`src/rtl/req_encoder_pkg.sv`:
```
// enc_pkg: shared FSM state type and code-width helper for the request encoder
package enc_pkg;
  typedef enum logic {IDLE, HOLD} state_t;
  function automatic int code_w(input int n);
    return (n > 1) ? $clog2(n) : 1;
  endfunction
endpackage

```
`src/rtl/req_encoder_if.sv`:
```
// req_encoder_if: request/code handshake bundle between request sources and the encoder
interface req_encoder_if #(
  parameter int N = 4
) ();
  localparam int W = enc_pkg::code_w(N);
  logic [N-1:0] req;
  logic         code_ack;
  logic         code_valid;
  logic [W-1:0] code;
  logic [N-1:0] grant;
  logic [N-1:0] pending;
  logic         overflow;
  modport master (output req, code_ack, input code_valid, code, grant, pending, overflow);
  modport slave (input req, code_ack, output code_valid, code, grant, pending, overflow);
endinterface

```
`src/rtl/req_encoder_prio_enc.sv`:
```
// prio_enc: combinational priority encoder, lowest set bit wins
module prio_enc #(
  parameter int N = 4,
  parameter int W = 2
) (
  input  logic [N-1:0] in_i,
  output logic [W-1:0] idx_o,
  output logic         any_o
);
  // scan from the top down so the lowest set index is written last
  always_comb begin
    idx_o = '0;
    for (int i = N - 1; i >= 0; i--) idx_o = in_i[i] ? W'(i) : idx_o;
  end
  assign any_o = |in_i;
endmodule

```
`src/rtl/req_encoder.sv`:
```
// req_encoder: captures request edges, priority-encodes pending events, serves one code per valid/ack handshake
module req_encoder import enc_pkg::*; #(
  parameter int N = 4
) (
  input logic          clk,
  input logic          rst_n,
  req_encoder_if.slave bus
);
  localparam int W = code_w(N);
  state_t       state_q, state_d;
  logic [N-1:0] req_q, pending_q, pending_d, rise, clear_mask;
  logic [W-1:0] code_q, code_d, idx;
  logic         any, ack_fire, overflow_q, overflow_d;
  prio_enc #(.N(N), .W(W)) u_prio (.in_i(pending_q), .idx_o(idx), .any_o(any));
  // edge capture into pending; a fresh edge in the ack cycle wins over the clear
  always_comb begin
    rise       = bus.req & ~req_q;
    ack_fire   = (state_q == HOLD) & bus.code_ack;
    clear_mask = ack_fire ? N'(1) << code_q : '0;
    pending_d  = (pending_q & ~clear_mask) | rise;
    overflow_d = |(rise & pending_q & ~clear_mask);
  end
  // load the lowest pending index when idle, freeze it until acknowledged
  always_comb begin
    state_d = state_q;
    code_d  = code_q;
    if (state_q == IDLE && any) begin
      state_d = HOLD;
      code_d  = idx;
    end else if (ack_fire) begin
      state_d = IDLE;
    end
  end
  // state registers; req_q clears on reset so a held request counts as a new edge
  always_ff @(posedge clk) begin
    if (!rst_n) begin
      state_q    <= IDLE;
      code_q     <= '0;
      req_q      <= '0;
      pending_q  <= '0;
      overflow_q <= 1'b0;
    end else begin
      state_q    <= state_d;
      code_q     <= code_d;
      req_q      <= bus.req;
      pending_q  <= pending_d;
      overflow_q <= overflow_d;
    end
  end
  assign bus.code_valid = (state_q == HOLD);
  assign bus.code       = code_q;
  assign bus.grant      = (state_q == HOLD) ? N'(1) << code_q : '0;
  assign bus.pending    = pending_q;
  assign bus.overflow   = overflow_q;
endmodule

```
`src/flat_wrapper.sv`:
```
// flat-port wrapper written by rule: the top's interface ports become plain ports
module req_encoder_flat import enc_pkg::*;
#(
  parameter int N = 4
)
  (clk, rst_n, bus_req, bus_code_ack, bus_code_valid, bus_code, bus_grant, bus_pending, bus_overflow);
  req_encoder_if #(.N(N)) bus_i ();
  input logic clk;
  input logic rst_n;
  input wire logic [$bits(bus_i.req)-1:0] bus_req;
  input wire logic [$bits(bus_i.code_ack)-1:0] bus_code_ack;
  output wire logic [$bits(bus_i.code_valid)-1:0] bus_code_valid;
  output wire logic [$bits(bus_i.code)-1:0] bus_code;
  output wire logic [$bits(bus_i.grant)-1:0] bus_grant;
  output wire logic [$bits(bus_i.pending)-1:0] bus_pending;
  output wire logic [$bits(bus_i.overflow)-1:0] bus_overflow;
  assign bus_i.req = bus_req;
  assign bus_i.code_ack = bus_code_ack;
  assign bus_code_valid = bus_i.code_valid;
  assign bus_code = bus_i.code;
  assign bus_grant = bus_i.grant;
  assign bus_pending = bus_i.pending;
  assign bus_overflow = bus_i.overflow;
  req_encoder #(.N(N)) u_core (.clk(clk), .rst_n(rst_n), .bus(bus_i));
endmodule
```
`config.mk`:
```
export PLATFORM = sky130hd
export DESIGN_NAME = req_encoder_flat
export DESIGN_NICKNAME = d
export VERILOG_FILES = /design/src/rtl/req_encoder_pkg.sv /design/src/rtl/req_encoder_if.sv /design/src/rtl/req_encoder_prio_enc.sv /design/src/rtl/req_encoder.sv /design/src/flat_wrapper.sv
export SDC_FILE = /design/constraint.sdc
export NUM_CORES = 1
export LEC_CHECK = 0
export CAP_MARGIN = 15
export CORE_AREA = 2 2 39 41
export DETAILED_ROUTE_END_ITERATION = 10
export DIE_AREA = 0 0 41 43
export PLACE_DENSITY_LB_ADDON = 0.05
export SETUP_SLACK_MARGIN = 0.5
export SLEW_MARGIN = 20
export SYNTH_ARGS = -nofsm -noshare
export SYNTH_HDL_FRONTEND = slang
export SYNTH_SLANG_ARGS = --single-unit
```
`constraint.sdc`:
```
create_clock -name clk -period 3.2 [get_ports clk]
set_input_delay 0.64 -clock clk [delete_from_list [all_inputs] [get_ports clk]]
set_output_delay 0.64 -clock clk [all_outputs]
set_load 0.02 [all_outputs]
```
; Word-level counts from Yosys, hierarchy flattened
; Index checks and enable logic that the tools add are counted.
[word_totals]
reg_bits = 12
in_bits = 7
output_inout_bits = 12
wordCells = 27
[classes]
n_shift = 1
n_mux = 8
bitwise = 9
reduce_logical = 4
[op_table]
columns = op, n
row1 = $and A4 B4 Y4, 4
row2 = $mux W2, 4
row3 = $mux W4, 2
row4 = $not A4 Y4, 2
row5 = $reduce_or A4 Y1, 2
row6 = $or A4 B4 Y4, 1
row7 = $shl A1 B2 Y4 const A, 1
row8 = $mux W1, 2
row9 = $reduce_bool A2 Y1, 1
row10 = $and A1 B1 Y1, 1
row11 = $logic_and A1 B1 Y1, 1
row12 = $not A1 Y1, 1

; Logic depth before layout (Yosys ltp)
[logic_depth]
ltp_word = 5
depth_mapped = 4
depth_no_buf = 4

; Modules after synthesis
; A second synthesis with hierarchy kept.
[unflattened]
cells_unflattened = 54
hier_area_um2 = 495.5
[modules_own_cells]
columns = mod, instances, cells_per_inst, area_each_um2, seq_area_each_um2
row1 = req_encoder, 1, 47, 460.4, 240.2
row2 = prio_enc, 1, 7, 35.0, 0.0

; Worst setup path after synthesis
; No wires, ideal clock.
[synth_path]
path_type = flip-flop to output port
startpoint = register u_core.state_q (netlist: u_core.bus.code_valid)
endpoint = output port bus_grant[2]
t_arrival_ns = 1.175
t_required_ns = 2.560
setup_slack_ns = 1.385
stages_incl_launch_ff = 3
cell_sequence = dfxtp_1 > inv_2 > nor3b_1
[synth_via]
elab_chain_len = 1
[synth_rtl]
columns = item, line_no
row1 = from (decl), req_encoder.sv:10  ; state_t state_q, state_d;
row2 = from (signal assigned), req_encoder.sv:43  ; state_q <= state_d;
row3 = $mux W4, req_encoder.sv:52  ; assign bus.grant = (state_q == HOLD) ? N'(1) << code_q : '0;
row4 = to (decl), flat_wrapper.sv:14  ; output wire logic [$bits(bus_i.grant)-1:0] bus_grant;
; No other way between the ends.

; Worst setup path in the final report
; Ends and elaborated chain as after synthesis.

==> results.toml <==
[outcome]
outcome = "complete, no violations"

[setup_path]
path_class = "register to output pin"
rr_worst_depth = 4
crit_path_end_kind = "output pin"
rrSetupSlack_ns = 1.85
startpoint_type = "register"
cp_max_fo = 8
required_ns = 2.56
arrival_ns = 1.67
r2r-end = "u_core.bus.overflow$_SDFF_PN0_"
regToRegStartpoint = "u_core.bus.code_valid$_SDFFE_PN0P_"

[power]
switching_share_pct = 27.78
pwr-share-seq_pct = 46.6
clockPowerShare_pct = 32.6
power.density_nw_per_um2 = 527.3
p_sw_mw = 0.1044
finalPower_mw = 0.3760
p_leak_nw = 0.2762
power.internal_mw = 0.2716
combPwrFrac_pct = 20.8
ir_worst_vdd_v = 0.0002277

[synthesis]
yosys.area.top_type = "dfxtp_1"
synth_cell_types = 20
seq_area_frac_synth_pct = 50.00
synth-seq-cells = 12
synth_top_area_share_pct = 50.00
synthTopCellsByArea = "dfxtp_1 50%, a21boi_0 6.3%, and2_1 5.2%, nand2b_1 5.2%, nor2_1 4.7%"
yosysWarnings = 0
syn-cell-area_um2 = 480.5
syn_inst = 51
synth.avg_cell_area_um2 = 9.421
synth_nets = 58

[clocking]
cts.repair.resized = 0
cts_setup_buffers = 0
numCtsBuffers = 3
cts_buffer_depth = 2
insertion_delay_ns = 0.28
path_clk_slew_ns = 0.08
cts_tree = "done"
ctsRootBufferMaster = "clkbuf_4"
cts_hold_buf = 0
clock_sinks = 12
htreeDepth = 1

[drt]
vias = 447
drc = 0
ant_nets = 0
vias_per_cell = 5.080
initialDrtViolationCount = 11
drtPass1Iterations = 4
wl_mm = 1.019
routedWlPerCell_um = 11.58

[job]
drv_cap = 0

[floorplan]
die_x_um = 41
start_util_pct = 34.72
num_rows = 14
core_um2 = 1384
dieArea_um2 = 1763
fp.dieH_um = 43
pin_count = 19

[cells_and_area]
layout-drive-gt1-share_pct = 12.50
fillers = 146
area_growth_pct = 48.44
seq_area_um2 = 240.2
diodes = 0
fin_nets = 80
multi_input_area_um2 = 225.2
final_common_cell = "clkdlybuf4s50_1"
final_cell_mix = "18 x clkdlybuf4s50_1, 12 x dfxtp_1, 6 x nor2_1"

[sta]
clock_skew_ns = 0.003216
min_period_ns = 2.308
tns_ns = 0
report.final.hold_viol_count = 0
finalWorstSetupSlack_ns = 0.8924
slew_violations = 0
relSlewSlack_pct = 77.35
max_slew.worst_pin.slew_ns = 0.3368
finalSetupViolCount = 0
finalCritPeriodShare_pct = 72.11
fmax_mhz = 433.3
grt_setup_unrepaired = "no"

[grt]
grt.overflow.total = 0
grtUsageTotal_pct = 14.59
grt_pass1_vias = 406
grt_pass1_wl_mm = 1.662
antenna_found_initial = 0
grt_max_degree = 13

[place]
io_buffers = 18
pre_cts_slack_ns = 1.206
gp_congestion = 0.7482
hpwl_um = 768.5

[hold_path]
min_from = "u_core.req_q[0]$_SDFF_PN0_"
hold_depth = 2
hold_path_end = "u_core.bus.pending[0]$_SDFF_PN0_"
hold_path.class = "register to register"
how the worst max path moves through the flow:
stage                                  startpoint  depth (start not counted)  slack (ns)      endpoint
4_1_cts        u_core.bus.code_valid$_SDFFE_PN0P_                          3        0.89  bus_grant[2]
6_report       u_core.bus.code_valid$_SDFFE_PN0P_                          3        0.89  bus_grant[2]
3_5_place_dp   u_core.bus.code_valid$_SDFFE_PN0P_                          3        1.21  bus_grant[2]
5_1_grt        u_core.bus.code_valid$_SDFFE_PN0P_                          3        0.80  bus_grant[2]
3_3_place_gp   u_core.bus.code_valid$_SDFFE_PN0P_                          3        1.22  bus_grant[2]
2_1_floorplan  u_core.bus.code_valid$_SDFFE_PN0P_                          2        1.38  bus_grant[2]
kinds of logic (layout without fill, tap and decap cells):
logic type | Yosys count | count (layout) | share of synthesized area [%]
and+or+nand+nor | 19 | 19 | 20.83
AOI/OAI and AO/OA | 16 | 16 | 26.04
buffers and inverters | 4 | 25 | 3.124
DFF | 12 | 12 | 50.00
cell type report:
type                       count  share of cell area, %
tap                           16                  2.807
inverter                       3                  1.579
sequential                    12                  33.68
multi-input combinational     35                  31.58
timing repair buffer          18                  25.26
clock buffer                   4                  5.088
critical path, cell delays in order (launching register included):
cell and delay (ns):
dfxtp_1 0.47, inv_2 0.11, nor3b_1 0.18, clkdlybuf4s50_1 0.63
power by group through the flow:
stage,Sequential (mW),Clock [mW],Combinational (mW)
2_1_floorplan,0.188,0,0.0310
3_3_place_gp,0.179,0,0.0797
3_5_place_dp,0.179,0,0.0789
4_1_cts,0.175,0.125,0.0792
5_1_grt,0.177,0.132,0.0860
6_report,0.175,0.123,0.0781
registers in the layout (all words and copies together), names as in the netlist:
register / flops
u_core.bus.pending: 4
u_core.req_q: 4
u_core.bus.code: 2
u_core.bus.code_valid: 1
u_core.bus.overflow: 1
through the flow:
step / std cells / utilization (%) / area, um^2 / hold WS, ns
global placement: 84 / 48.92 / 676.9 / 0.5267
floorplan: 51 / - / 480.5 / 0.4963
global route: 88 / 51.54 / 713.2 / 0.5711
detailed placement: 84 / 48.92 / 676.9 / 0.5217
CTS: 88 / 51.54 / 713.2 / 0.5298
finish: 88 / 51.54 / 713.2 / 0.5261
metal layers:
| metal | up-vias | part of all wire (%) | track usage [%] |
|---|---|---|---|
| met3 | 5 | 8.6 | 4.712 |
| li1 | 222 | - | - |
| met4 | 0 | 3.9 | 12.00 |
| met5 | - | 0 | 0 |
| met2 | 23 | 46 | 20.31 |
| met1 | 197 | 42 | 17.22 |
cells in the mapped netlist:
| cell type | number |
|---|---|
| and3_2 | 1 |
| nor2_1 | 6 |
| a21boi_0 | 4 |
| a31oi_1 | 1 |
| o21a_1 | 1 |
| o22ai_1 | 2 |
| nor3_1 | 1 |
| dfxtp_1 | 12 |
| o21ai_0 | 2 |
| and2_1 | 4 |
| clkbuf_1 | 1 |
| o41ai_2 | 1 |
| inv_1 | 2 |
| inv_2 | 1 |
| nand2b_1 | 4 |
| o221a_2 | 2 |
| o31ai_1 | 2 |
| nor3b_1 | 1 |
| nand2_1 | 2 |
| a21oi_1 | 1 |
(Power assumes the default switching activity.)
